==> src/rtl/demux.sv <==
`default_nettype none
// ============================================================================
// Module   : demux
// Brief    : Registered 1-to-2 stream demultiplexer with valid/ready
//            handshakes. Each output port owns a 2-entry FIFO so that a
//            stalled consumer on one port never blocks the other port.
//            Optional per-port delivery counters are enabled by defining
//            DEMUX_STATS_EN (adds count0/count1 ports).
// Revision : 1.0 - initial release
// ============================================================================
module demux #(
    parameter int WIDTH = 32
) (
    input  logic             clock,
    input  logic             reset,
    input  logic [WIDTH-1:0] in_data,
    input  logic             in_sel,
    input  logic             in_valid,
    output logic             in_ready,
    output logic [WIDTH-1:0] out0_data,
    output logic             out0_valid,
    input  logic             out0_ready,
    output logic [WIDTH-1:0] out1_data,
    output logic             out1_valid,
    input  logic             out1_ready
`ifdef DEMUX_STATS_EN
    ,
    output logic [15:0]      count0,
    output logic [15:0]      count1
`endif
);

    // Per-FIFO occupancy
    typedef enum logic [1:0] {
        S_EMPTY = 2'd0,
        S_ONE   = 2'd1,
        S_FULL  = 2'd2
    } occ_t;

    logic [WIDTH-1:0] w_head      [2];
    logic             w_full      [2];
    logic             w_valid     [2];
    logic             w_out_ready [2];
`ifdef DEMUX_STATS_EN
    logic [15:0]      w_count     [2];
`endif

    assign w_out_ready[0] = out0_ready;
    assign w_out_ready[1] = out1_ready;

    // Ready looks only at registered occupancy of the selected FIFO, so
    // there is no combinational path from outN_ready to in_ready. A FULL
    // FIFO being popped this cycle still refuses the push (one bubble).
    assign in_ready = !reset && !w_full[in_sel];

    generate
        for (genvar g = 0; g < 2; g++) begin : g_port
            occ_t             r_state;
            occ_t             w_state_nxt;
            logic [WIDTH-1:0] r_head;
            logic [WIDTH-1:0] r_tail;
            logic             w_push;
            logic             w_pop;

            assign w_push = in_valid && in_ready && (in_sel == 1'(g));
            assign w_pop  = (r_state != S_EMPTY) && w_out_ready[g] && !reset;

            // Occupancy transitions on push/pop
            always_comb begin
                w_state_nxt = r_state;
                case (r_state)
                    S_EMPTY: begin
                        if (w_push) w_state_nxt = S_ONE;
                    end
                    S_ONE: begin
                        if (w_push && !w_pop)      w_state_nxt = S_FULL;
                        else if (!w_push && w_pop) w_state_nxt = S_EMPTY;
                    end
                    S_FULL: begin
                        if (w_pop) w_state_nxt = S_ONE;
                    end
                    default: w_state_nxt = S_EMPTY;
                endcase
            end

            // Occupancy state register
            always_ff @(posedge clock) begin
                if (reset) r_state <= S_EMPTY;
                else       r_state <= w_state_nxt;
            end

            // Head/tail storage; head drives the output directly, and it is
            // left untouched when the FIFO drains so the output holds.
            always_ff @(posedge clock) begin
                if (reset) begin
                    r_head <= '0;
                    r_tail <= '0;
                end else begin
                    case (r_state)
                        S_EMPTY: begin
                            if (w_push) r_head <= in_data;
                        end
                        S_ONE: begin
                            if (w_push && w_pop) r_head <= in_data;
                            else if (w_push)     r_tail <= in_data;
                        end
                        S_FULL: begin
                            if (w_pop) r_head <= r_tail;
                        end
                        default: begin
                            r_head <= r_head;
                        end
                    endcase
                end
            end

            assign w_full[g]  = (r_state == S_FULL);
            assign w_valid[g] = (r_state != S_EMPTY);
            assign w_head[g]  = r_head;

`ifdef DEMUX_STATS_EN
            logic [15:0] r_count;

            // Delivered-word counter, wraps naturally at 16 bits
            always_ff @(posedge clock) begin
                if (reset)      r_count <= 16'd0;
                else if (w_pop) r_count <= r_count + 16'd1;
            end

            assign w_count[g] = r_count;
`endif
        end
    endgenerate

    assign out0_data  = w_head[0];
    assign out0_valid = w_valid[0];
    assign out1_data  = w_head[1];
    assign out1_valid = w_valid[1];
`ifdef DEMUX_STATS_EN
    assign count0     = w_count[0];
    assign count1     = w_count[1];
`endif

endmodule
`default_nettype wire
==> config.mk <==
export PLATFORM = sky130hd
export DESIGN_NAME = demux
export DESIGN_NICKNAME = d
export VERILOG_FILES = /design/src/rtl/demux.sv
export SDC_FILE = /design/constraint.sdc
export NUM_CORES = 1
export LEC_CHECK = 0
export CORE_ASPECT_RATIO = 1.1
export CORE_MARGIN = 2
export CORE_UTILIZATION = 40
export DETAILED_ROUTE_END_ITERATION = 8
export GPL_ROUTABILITY_DRIVEN = 0
export HOLD_SLACK_MARGIN = 0.1
export PLACE_DENSITY = 0.73
export SYNTH_ARGS = -nofsm -noshare
export SYNTH_HDL_FRONTEND = slang
export SYNTH_SLANG_ARGS = --single-unit
==> constraint.sdc <==
create_clock -name clock -period 7.8 [get_ports clock]
set_clock_uncertainty 0.05 [all_clocks]
set_input_delay 1.17 -clock clock [delete_from_list [all_inputs] [get_ports clock]]
set_output_delay 1.17 -clock clock [all_outputs]
set_load 0.03 [all_outputs]
After elaboration in Yosys (flattened, before gate mapping)
Cells that the tools add are included.
{"block": "op_classes", "muxes": 21, "n_eq_ne": 12, "bitwise": 4, "magnitude_cmp": 1, "n_reduce_logical": 32}
{"cell": "2-to-1 mux 32 bit", "count": 6}
{"cell": "one-hot mux 32 bit (3 select lines)", "count": 2}
{"cell": "2-to-1 mux 2 bit", "count": 8}
{"cell": "logical AND 1 bit", "count": 14}
{"cell": "one-hot mux 2 bit (3 select lines)", "count": 2}
{"cell": "AND reduction 3 bit", "count": 4}
{"cell": "!= test 2 bit (second input constant)", "count": 4}
{"cell": "AND reduction 4 bit", "count": 2}
{"cell": "logical NOT 1 bit", "count": 6}
{"cell": "!= test 3 bit (second input constant)", "count": 2}
{"cell": "nonzero test 3 bit", "count": 2}
{"cell": "equality test 2 x 1 -> 1 bit (second input constant)", "count": 2}
{"cell": "equality test 2 bit (second input constant)", "count": 2}
{"cell": "logical NOT 2 bit", "count": 2}
{"cell": "!= test 2 x 1 -> 1 bit (second input constant)", "count": 2}
{"cell": "nonzero test 2 bit", "count": 2}
{"cell": "2-to-1 mux 1 bit", "count": 3}
{"cell": "NOT 1 bit", "count": 3}
{"cell": "greater-or-equal comparator 2 bit (second input constant)", "count": 1}
{"cell": "NOT 1 -> 2 bit", "count": 1}
{"block": "totals", "regBits": 132, "out_inout_bits": 67, "in_bits": 38, "elab_cells": 76}

Logic depth before layout (Yosys ltp)
Gate-level depths: netlist of the first run.
{"block": "depth", "word_depth": 13, "mapped_depth": 12, "ltp_nobuf": 9}

Worst setup path after synthesis of the first run
OpenSTA, ideal clock, no wires.
{"block": "synth_path", "path_kind": "input -> output", "start": "input reset", "end": "output in_ready", "n_path_buf": 2, "t_arrival_ps": 2276, "stages": 3, "setup_slack_ps": 4304, "required_ps": 6580, "cell_sequence": "buf_2 clkbuf_1 a211oi_1"}
{"block": "synth_via", "elab_chain_cells": 2}
{"item": "start: declaration", "line_no": "15", "rtl": "input logic reset,"}
{"item": "logical NOT 1 bit", "line_no": "54", "rtl": "assign in_ready = !reset && !w_full[in_sel];"}
{"item": "logical AND 1 bit", "line_no": "54"}
{"item": "end: declaration", "line_no": "19", "rtl": "output logic in_ready,"}
Every way passes these cells.

Final worst setup path of the first run
{"block": "layout_path", "start": "register g_port[0].r_state[0]", "end": "output in_ready"}
{"block": "layout_via", "elab_chain_cells": 6}
{"item": "start: declaration", "line_no": "58", "rtl": "occ_t r_state;"}
{"item": "start signal: assignment", "line_no": "89", "rtl": "else r_state <= w_state_nxt;"}
{"item": "equality test 2 bit", "line_no": "117", "rtl": "assign w_full[g] = (r_state == S_FULL);"}
{"item": "2-to-1 mux 1 bit (not written as such) (3 in a row)", "line_no": "54"}
{"item": "logical NOT 1 bit", "line_no": "54"}
{"item": "logical AND 1 bit", "line_no": "54"}
Every way passes these cells. The select of a mux whose other input is x is not followed.

==> results of run 1 <==
[stage by stage]
step           setup slack (ns)  hold WS (ns)  std cells
3_5_place_dp               3.60         0.396        862
2_1_floorplan              4.30         0.386        618
6_report                   3.68         0.401        892
5_1_grt                    3.50         0.420        892
4_1_cts                    3.65         0.404        892
3_3_place_gp               3.74         0.391        862
[flip-flops by register name (all words and copies together), names as in the netlist]
name            cells
g_port.r_tail      64
out0_data          32
out1_data          32
g_port.r_state      4
[final cells by class]
| type | count | share of cell area (%) |
|---|---|---|
| timing repair buffer | 110 | 15.0 |
| multi-input combinational | 427 | 37.2 |
| sequential | 132 | 36.7 |
| clock buffer | 25 | 6.88 |
| tap | 188 | 3.26 |
| clock inverter | 5 | 0.695 |
| inverter | 5 | 0.260 |
[worst min-delay path: stages, from the launching register on]
cell	delay, ns
dfxtp_1	0.30
nand2_1	0.05
a21oi_1	0.05
[report_power, final]
group	switching [W]	leakage, nW	internal (W)
registers	0.0000223	1.07	0.000709
clock network	0.000267	0.273	0.000466
logic	0.000156	1.26	0.000108
total	0.000445	2.61	0.00128
[worst paths after layout]
| path | end |
|---|---|
| worst max-delay path | in_ready |
| worst min-delay path | g_port[1].r_tail[4]$_SDFFE_PP0P_ |
| worst max register to register | out1_data[11]$_SDFFE_PP0P_ |
| worst min register to register | g_port[1].r_tail[4]$_SDFFE_PP0P_ |
[cell usage in the layout, fill, tap and decap left out, types with 3 or more instances in the layout]
cell	Yosys	routed
buf_4	3	7
inv_1	5	5
nor2b_1	4	3
a21oi_1	96	96
nand2_1	131	131
nand2b_1	4	3
clkbuf_8	0	4
a211oi_1	39	39
nor2_1	41	40
nand3b_1	3	3
mux2i_1	65	65
clkbuf_1	38	4
clkdlybuf4s50_1	0	103
dfxtp_1	132	132
a211oi_2	28	28
ha_1	5	5
clkinv_2	0	4
clkbuf_16	0	17
[routing by layer]
layer | track usage, % | part of all wire, % | vias up
met2 | 29.4 | 49 | 110
met4 | 5.88 | 1.5 | 0
li1 | - | - | 2298
met1 | 24.1 | 43 | 2134
met5 | 0 | 0 | -
met3 | 7.19 | 6.4 | 20
[cells by family (layout without fill, tap and decap cells)]
kind of cell	after synthesis	after routing	share of synthesized area, %
multiplexers	65	65	11.7
AND/OR/NAND/NOR	190	190	13.8
flip-flops	132	132	47.5
buffers and inverters	59	145	4.77
AO/OA/AOI/OAI	167	167	21.1
adder cells (fa/ha/maj)	5	5	1.12
==> key figures, run 1 <==
Timing
  • Setup TNS: 0 ns
  • # setup viols final: 0
  • Slew @ Worst Pin: 1.19 ns
  • Max Slew Vio Count: 0
  • Tmin final: 4.12 ns
  • Crit share post-route: 52.8%
  • Slew HR: 21.0%
  • Fmax: 243 MHz
  • RSZ-0062 raised after global routing: no
  • Final Hold Fails: 0

Clock network
  • Bufs on Longest Clock Path: 2
  • Post-CTS Hold Buffers: 0
  • H-tree depth reported by CTS: 4
  • Num CTS Buffers: 17
  • Total clock sinks: 132
  • Clk root buf: clkbuf_16
  • Clk pin slew, worst setup/hold paths: 0.05 ns
  • TritonCTS clock tree: yes
  • Post-CTS resize count: 0
  • Clock latency on the worst-skew pair: 0.41 ns
  • Total setup buffers inserted after CTS: 0

Floorplanning
  • Initial core utilization: 40.7%
  • Die width: 116 um
  • Die footprint: 14900 um2
  • Die Height: 128 um
  • IO Pins: 105
  • Placeable Area: 13700 um2
  • # rows: 45

Logic synthesis
  • Syn Inst Count: 618
  • Post-synth top area cell: dfxtp_1
  • Syn Area/Cell: 9.01 um2
  • Area contributors post-synth: dfxtp_1 47%, mux2i_1 12%, nand2_1 8.8%
  • Netlist cell types: 26
  • Most frequent cell after synthesis: dfxtp_1
  • Synth Flop Type: dfxtp_1
  • Top cell type's share of synthesized area: 47.5%
  • #FFs+latches synth: 132
  • Netlist Area Pre-Place: 5570 um2
  • Post-synthesis sequential area ratio: 47.5%
  • Number of synthesized flops with an enable pin: 0
  • Yosys Warn Count: 0
  • Synth Net Count: 661
  • Synth top cells by count: 132 x dfxtp_1, 131 x nand2_1, 96 x a21oi_1
  • Post-synth ARST share: 0%

Route
  • Vias: 4562
  • Vias per cell: 5.11
  • DR DRC count: 0
  • DRT Pass-1 Iters: 4
  • Iteration-0 DRC Markers: 263
  • Drt wl/cell: 15.3 um
  • Antenna viol nets, final: 0
  • Final WL: 13700 um

Global route
  • Pin count of the biggest net entering global routing: 77
  • Total global-route track usage: 18.8%
  • Vias in the first global route: 4295
  • Global-route wire length before repair: 21900 um
  • Gr ovfl total: 0
  • Initial antenna violation count: 0

Critical path
  • Data arrival time of the worst path: 2.90 ns
  • Slowest-stage cell, CP: nand2b_2
  • Reg-to-reg slack, setup: 4.59 ns
  • Reg2reg start: g_port[1].r_state[0]$_SDFFE_PP0P_
  • Critical Path End Type: primary output
  • Crit path kind: reg -> out
  • Crit. path cell count: 4
  • Critical-path cell list: nand2b_2 > nor2_1 > a211oi_1 > clkdlybuf4s50_1
  • Cell family with most CP delay: simple AND/OR/NAND/NOR gates
  • CP required: 6.58 ns
  • CP Launch Point: g_port[0].r_state[0]$_SDFFE_PP0P_
  • Largest stage delay, worst path: 0.96 ns
  • Maximum fanout along the worst path: 35
  • Worst Reg2Reg Path Length in Cells: 9
  • Worst Path Buf+Inv: 1
  • CP Launch Type: register

Layout
  • Nets: 736
  • Syn-to-layout area delta: 29.5%
  • Register area: 2640 um2
  • Layout cells sized above 1: 9.66%
  • Design Area, Final: 7210 um2
  • Number of diodes: 0
  • Area of the multi-input gates: 2680 um2
  • FILL cells: 1221
  • Util after Layout: 52.7%

Power
  • Total power: 0.00173 W
  • Maximum VDD drop: 174 uV
  • Pwr dens: 240 nW/um2
  • Leakage power: 2.61 nW

Placed design
  • HPWL Detailed: 8910 um
  • Port Buffers: 104
  • DP Area: 6660 um2

Min path
  • WHS Path Cells: 2
  • Hold Crit Class: reg -> reg
  • Hold Crit Start: g_port[1].r_tail[4]$_SDFFE_PP0P_

Run status
  • Outcome: finished clean

Run
  • Maxcap violations: 0
Power figures use the tool's default switching activity.
==> run 2: changes to the inputs <==
PLACE_DENSITY = 0.75   (was 0.73)
clock period = 3.5 ns   (was 7.8 ns; I/O delays follow)
==> run 2 against run 1 <==
  * Non-clock buffer count rose by 8
  * Worst hold slack better by 0.0019 ns
  * Power increased by 140%
  * Global-route usage rose by 0.50 points
  * Critical path depth stayed put
  * Critical endpoint unchanged
==> key figures, run 2 (same netlist as run 1, synthesis figures left out) <==
Run status
  • Outcome: finished clean

Timing
  • Fmax: 359 MHz
  • RSZ-0062 raised after global routing: no
  • Setup TNS: 0 ns (unchanged)
  • Final Hold Fails: 0 (unchanged)
  • Slew @ Worst Pin: 0.809 ns (-0.376 ns)
  • Worst setup margin: 0.712 ns (-2.97 ns)
  • Slew HR: 46.1% (+25 points)
  • Max Slew Vio Count: 0 (unchanged)
  • Crit share post-route: 79.7%
  • # setup viols final: 0 (unchanged)
  • Tmin final: 2.79 ns

Power
  • Maximum VDD drop: 291 uV (+68%)
  • Leakage power: 2.70 nW (+3.4%)
  • Pwr dens: 563 nW/um2 (+130%)

Min path
  • WHS Path Cells: 2 (unchanged)
  • Hold Crit Class: reg -> reg

Clock network
  • Clock latency on the worst-skew pair: 0.41 ns (about the same)
  • Total clock sinks: 132 (unchanged)
  • TritonCTS clock tree: yes
  • Clk root buf: clkbuf_16
  • Clk pin slew, worst setup/hold paths: 0.05 ns (about the same)
  • Total setup buffers inserted after CTS: 0 (unchanged)
  • Post-CTS Hold Buffers: 0 (unchanged)
  • Num CTS Buffers: 17 (unchanged)
  • Post-CTS resize count: 0 (unchanged)
  • H-tree depth reported by CTS: 4 (unchanged)
  • Bufs on Longest Clock Path: 2 (unchanged)

Route
  • Antenna viol nets, final: 0 (unchanged)
  • Vias per cell: 5.07 (-0.83%)
  • Vias: 4570 (+0.18%)
  • Drt wl/cell: 15.4 um (+0.74%)
  • Final WL: 13900 um (+1.8%)
  • DR DRC count: 0 (unchanged)
  • DRT Pass-1 Iters: 5 (+1)
  • Iteration-0 DRC Markers: 287 (+9.1%)

Critical path
  • Worst Reg2Reg Path Length in Cells: 8 (-1)
  • Crit path kind: reg -> out
  • Data arrival time of the worst path: 2.21 ns (-0.69 ns)
  • Maximum fanout along the worst path: 16 (-54%)
  • CP Launch Type: register
  • Critical Path End Type: primary output
  • CP required: 2.92 ns (-3.66 ns)

Layout
  • Syn-to-layout area delta: 32.6%
  • Commonest non-fill, non-tap cells in the layout: 132 x dfxtp_1, 131 x nand2_1, 103 x clkdlybuf4s50_1
  • Nets: 744 (+1.1%)
  • Largest Register: g_port.r_tail
  • Max reg flops: 64 (unchanged)
  • Post-Layout Cell Count: 901 (+1.0%)
  • Number of diodes: 0 (unchanged)
  • Layout cells sized above 1: 11.2% (+1.6 points)
  • Most common cell after layout, fill and taps aside: dfxtp_1

Global route
  • Vias in the first global route: 4389 (+2.2%)
  • Global-route wire length before repair: 22400 um (+2.6%)
  • Initial antenna violation count: 0 (unchanged)
  • Gr ovfl total: 0 (unchanged)
  • Total global-route track usage: 19.4% (+0.50 points)
  • Pin count of the biggest net entering global routing: 72 (-6.5%)

Placed design
  • Placed Instances: 870 (+0.93%)
  • HPWL Detailed: 8940 um (+0.32%)
  • Port Buffers: 104 (unchanged)
  • Worst slack, placed: 0.543 ns (-3.06 ns)

Floorplanning
  • Initial core utilization: 40.7% (unchanged)
  • Placeable Area: 13700 um2 (unchanged)
  • # rows: 45 (unchanged)
  • Die width: 116 um (unchanged)
  • Die Height: 128 um (unchanged)
  • IO Pins: 105 (unchanged)
  • Die footprint: 14900 um2 (unchanged)

Run
  • Maxcap violations: 0 (unchanged)
[run 2: cell type report]
| cell class | instances | area [um2] |
|---|---|---|
| fillers | 1229 | 6300 |
| multi-input cells | 427 | 2680 |
| flip-flops and latches | 132 | 2640 |
| repair buffers | 118 | 1160 |
| clock buffers | 21 | 470 |
| well taps | 188 | 235 |
| clock inverters | 10 | 178 |
| inverters | 5 | 18.8 |
[run 2: path summary, 6_finish.rpt]
path | slack, ns | endpoint | from
max reg2reg | 1.11 | g_port[1].r_tail[6]$_SDFFE_PP0P_ | g_port[1].r_state[0]$_SDFFE_PP0P_
min | 0.40 | g_port[1].r_tail[21]$_SDFFE_PP0P_ | g_port[1].r_tail[21]$_SDFFE_PP0P_
min reg2reg | 0.40 | g_port[1].r_tail[21]$_SDFFE_PP0P_ | g_port[1].r_tail[21]$_SDFFE_PP0P_
max | 0.71 | in_ready | g_port[1].r_state[0]$_SDFFE_PP0P_
[run 2: routing by layer]
| metal | up-vias | track usage [%] | share of wire [%] |
|---|---|---|---|
| met5 | - | 0 | 0 |
| met4 | 0 | 6.86 | 1.0 |
| met1 | 2140 | 24.3 | 45 |
| li1 | 2302 | - | - |
| met2 | 118 | 32.4 | 50 |
| met3 | 10 | 4.59 | 4.6 |
[run 2: critical path, stage by stage, from the launching register on]
cell	delay [ns]
dfxtp_1	0.50
nor2b_4	0.07
buf_4	0.24
a211oi_1	0.27
clkdlybuf4s50_1	0.71
[run 2: stage by stage]
stage / hold slack [ns] / total power [W] / utilization [%] / area, um2
global placement: 0.390 / 0.00224 / 49.2 / 6730
CTS: 0.403 / 0.00419 / 53.9 / 7380
finish: 0.403 / 0.00416 / 53.9 / 7380
global route: 0.418 / 0.00431 / 53.9 / 7380
floorplan: 0.386 / 0.00201 / - / 5570
detailed placement: 0.396 / 0.00226 / 49.2 / 6730
[run 2: power by group]
part	total (W)	internal, W	switching (W)
Clock	0.00193	0.00131	0.000620
Combinational	0.000601	0.000247	0.000354
Sequential	0.00162	0.00158	0.0000453
==> run 3: changes to the inputs <==
clock period = 2.3 ns   (was 3.5 ns; I/O delays follow)
==> run 3 against run 2 <==
  * Sequential share of layout area is 1.2 points lower
  * Flip-flop and latch count is the same
  * Routed wire length is 5.2% higher
  * Register-to-register slack got worse by 0.90 ns
  * Via count grew 5.0%
  * Sequential power is 53% higher
  * Worst setup slack worse by 0.60 ns
  * Cell area is 3.7% higher
  * Clock power grew 62%
  * Core utilization grew 2.0 points
  * Largest cell class unchanged
==> key figures, run 3 (same netlist as run 1, synthesis figures left out) <==
Floorplanning
  • Initial core utilization: 40.7% (unchanged)
  • # rows: 45 (unchanged)
  • IO Pins: 105 (unchanged)
  • Die footprint: 14900 um2 (unchanged)
  • Die width: 116 um (unchanged)
  • Placeable Area: 13700 um2 (unchanged)
  • Die Height: 128 um (unchanged)

Clock network
  • Num CTS Buffers: 17 (unchanged)
  • Clk root buf: clkbuf_16
  • Total clock sinks: 132 (unchanged)
  • TritonCTS clock tree: yes
  • Clk pin slew, worst setup/hold paths: 0.06 ns (about the same)
  • Post-CTS Hold Buffers: 0 (unchanged)
  • Total setup buffers inserted after CTS: 0 (unchanged)
  • Clock latency on the worst-skew pair: 0.41 ns (about the same)
  • H-tree depth reported by CTS: 4 (unchanged)
  • Bufs on Longest Clock Path: 2 (unchanged)

Placed design
  • HPWL Detailed: 9660 um (+8.1%)
  • DP Area: 6950 um2 (+3.2%)
  • Port Buffers: 104 (unchanged)
  • Placed Instances: 890 (+2.3%)

Global route
  • Vias in the first global route: 4913 (+12%)
  • Initial antenna violation count: 0 (unchanged)
  • Global-route wire length before repair: 23900 um (+6.5%)
  • Gr ovfl total: 0 (unchanged)
  • Pin count of the biggest net entering global routing: 84 (+17%)
  • Total global-route track usage: 20.4% (+1.0 points)

Power
  • Maximum VDD drop: 426 uV (+46%)
  • Leakage power: 2.84 nW (+5.2%)
  • Pwr dens: 858 nW/um2 (+52%)

Layout
  • FILL cells: 1184 (-3.7%)
  • Syn-to-layout area delta: 37.5%
  • Layout cells sized above 1: 14.6% (+3.4 points)
  • Commonest non-fill, non-tap cells in the layout: 131 x nand2_1, 130 x dfxtp_1, 102 x clkdlybuf4s50_1
  • Nets: 764 (+2.7%)
  • Area of the multi-input gates: 2680 um2 (about the same)
  • Register area: 2650 um2 (about the same)
  • Design Area, Final: 7650 um2 (+3.7%)
  • Util after Layout: 55.9% (+2.0 points)
  • Largest Register: g_port.r_tail
  • Number of diodes: 0 (unchanged)
  • Post-Layout Cell Count: 922 (+2.3%)
  • Most common cell after layout, fill and taps aside: nand2_1
  • Max reg flops: 64 (unchanged)

Timing
  • Max Slew Vio Count: 0 (unchanged)
  • Tmin final: 2.19 ns
  • Hold WS: 0.402 ns (-0.000539 ns)
  • Setup TNS: 0 ns (unchanged)
  • Slew @ Worst Pin: 0.995 ns (+0.186 ns)
  • Fmax: 458 MHz
  • Final Hold Fails: 0 (unchanged)
  • Crit share post-route: 95.0%
  • RSZ-0062 raised after global routing: no
  • Slew HR: 33.7% (-12 points)
  • # setup viols final: 0 (unchanged)

Critical path
  • Worst reg2reg endpoint: out1_data[2]$_SDFFE_PP0P_
  • Critical Path End Type: register
  • Maximum fanout along the worst path: 14 (-2)
  • Data arrival time of the worst path: 2.45 ns (+0.24 ns)
  • CP required: 2.57 ns (-0.35 ns)
  • Reg-to-reg slack, setup: 0.21 ns (-0.90 ns)
  • Largest stage delay, worst path: 0.48 ns (-0.23 ns)
  • Slowest-stage cell, CP: clkdlybuf4s50_1
  • Crit path kind: in -> reg
  • Worst Reg2Reg Path Length in Cells: 9 (+1)
  • Cell family with most CP delay: buffers and inverters
  • Worst Path Buf+Inv: 3 (+1)
  • CP Launch Point: in_valid
  • Critical-path cell list: clkdlybuf4s50_1 > or3b_1 > nor2b_2 > ha_1 > nor2b_1 > a221oi_4 > buf_4 > buf_12 > nor2_1 > a211oi_2
  • CP Launch Type: input pin
  • Reg2reg start: g_port[1].r_state[1]$_SDFFE_PP0P_

Route
  • Iteration-0 DRC Markers: 234 (-18%)
  • Vias: 4798 (+5.0%)
  • Final WL: 14600 um (+5.2%)
  • Drt wl/cell: 15.9 um (+2.8%)
  • Antenna viol nets, final: 0 (unchanged)
  • DRT Pass-1 Iters: 4 (-1)
  • DR DRC count: 0 (unchanged)
  • Vias per cell: 5.20 (+2.6%)

Run
  • Maxcap violations: 0 (unchanged)

Min path
  • Hold Crit Start: g_port[0].r_tail[27]$_SDFFE_PP0P_
  • WHS Endpoint: g_port[0].r_tail[27]$_SDFFE_PP0P_
  • WHS Path Cells: 2 (unchanged)
  • Hold Crit Class: reg -> reg

Run status
  • Outcome: finished clean
==> run 3: cell types whose count changed in the layout (fill, tap and decap cells not counted), moves of 2 or more <==
| cell | change |
|---|---|
| buf_12 | +6 |
| buf_4 | +14 |
| clkinv_2 | -2 |
| clkinv_4 | +2 |
| dfxtp_1 | -2 |
| dfxtp_2 | +2 |
==> run 3: area by class of cell <==
class | instances | area share [%]
multi-input cells | 427 | 35.0
flip-flops and latches | 132 | 34.6
repair buffers | 138 | 18.1
clock buffers | 20 | 6.10
well taps | 188 | 3.07
clock inverters | 12 | 2.93
inverters | 5 | 0.245
==> run 3: where the power goes <==
part | switching [W] | total, W | internal [W] | leakage (nW)
sequential | 0.0000728 | 0.00248 | 0.00240 | 1.08
combinational | 0.000553 | 0.000966 | 0.000413 | 1.43
clock | 0.00100 | 0.00313 | 0.00212 | 0.337
total | 0.00163 | 0.00657 | 0.00494 | 2.84
==> run 3: what timing repair did <==
action / 4_1_cts / 5_1_grt
endpoints found under the hold margin: 0 / 0
gates resized for setup: 1 / 4
setup endpoints to repair: 1 / 44
==> run 3: through the flow <==
stage / worst slack [ns] / total power [W]
final: 0.115 / 0.00657
after global routing: 0.0231 / 0.00677
after CTS: 0.0244 / 0.00660
after detailed placement: -0.321 / 0.00349
after global placement: -0.219 / 0.00346
after floorplan: 0.0521 / 0.00306
==> run 3: tightest hold or removal path, delay by kind of cell, from the launching register on <==
family | cells | cell delay [ns]
simple gates | 1 | 0.05
compound gates | 1 | 0.05
flops | 1 | 0.30
==> run 3: worst max-delay path by stage <==
stage	end	slack (ns)	cells past startpoint
floorplan	g_port[0].r_tail[2]$_SDFFE_PP0P_	0.05	12
global placement	out0_data[7]$_SDFFE_PP0P_	-0.22	10
detailed placement	out0_data[7]$_SDFFE_PP0P_	-0.32	10
CTS	out0_valid	0.02	3
global route	out0_data[30]$_SDFFE_PP0P_	0.02	10
finish	out0_data[15]$_SDFFE_PP0P_	0.11	10
==> run 3: per-layer routing <==
metal	track usage [%]	wire [um]	share of wire [%]	vias up
li1	-	-	-	2352
met4	6.44	254	1.7	0
met2	34.2	7080	48	149
met1	25.5	6410	44	2277
met3	5.30	893	6.1	20
met5	0	0	0	-
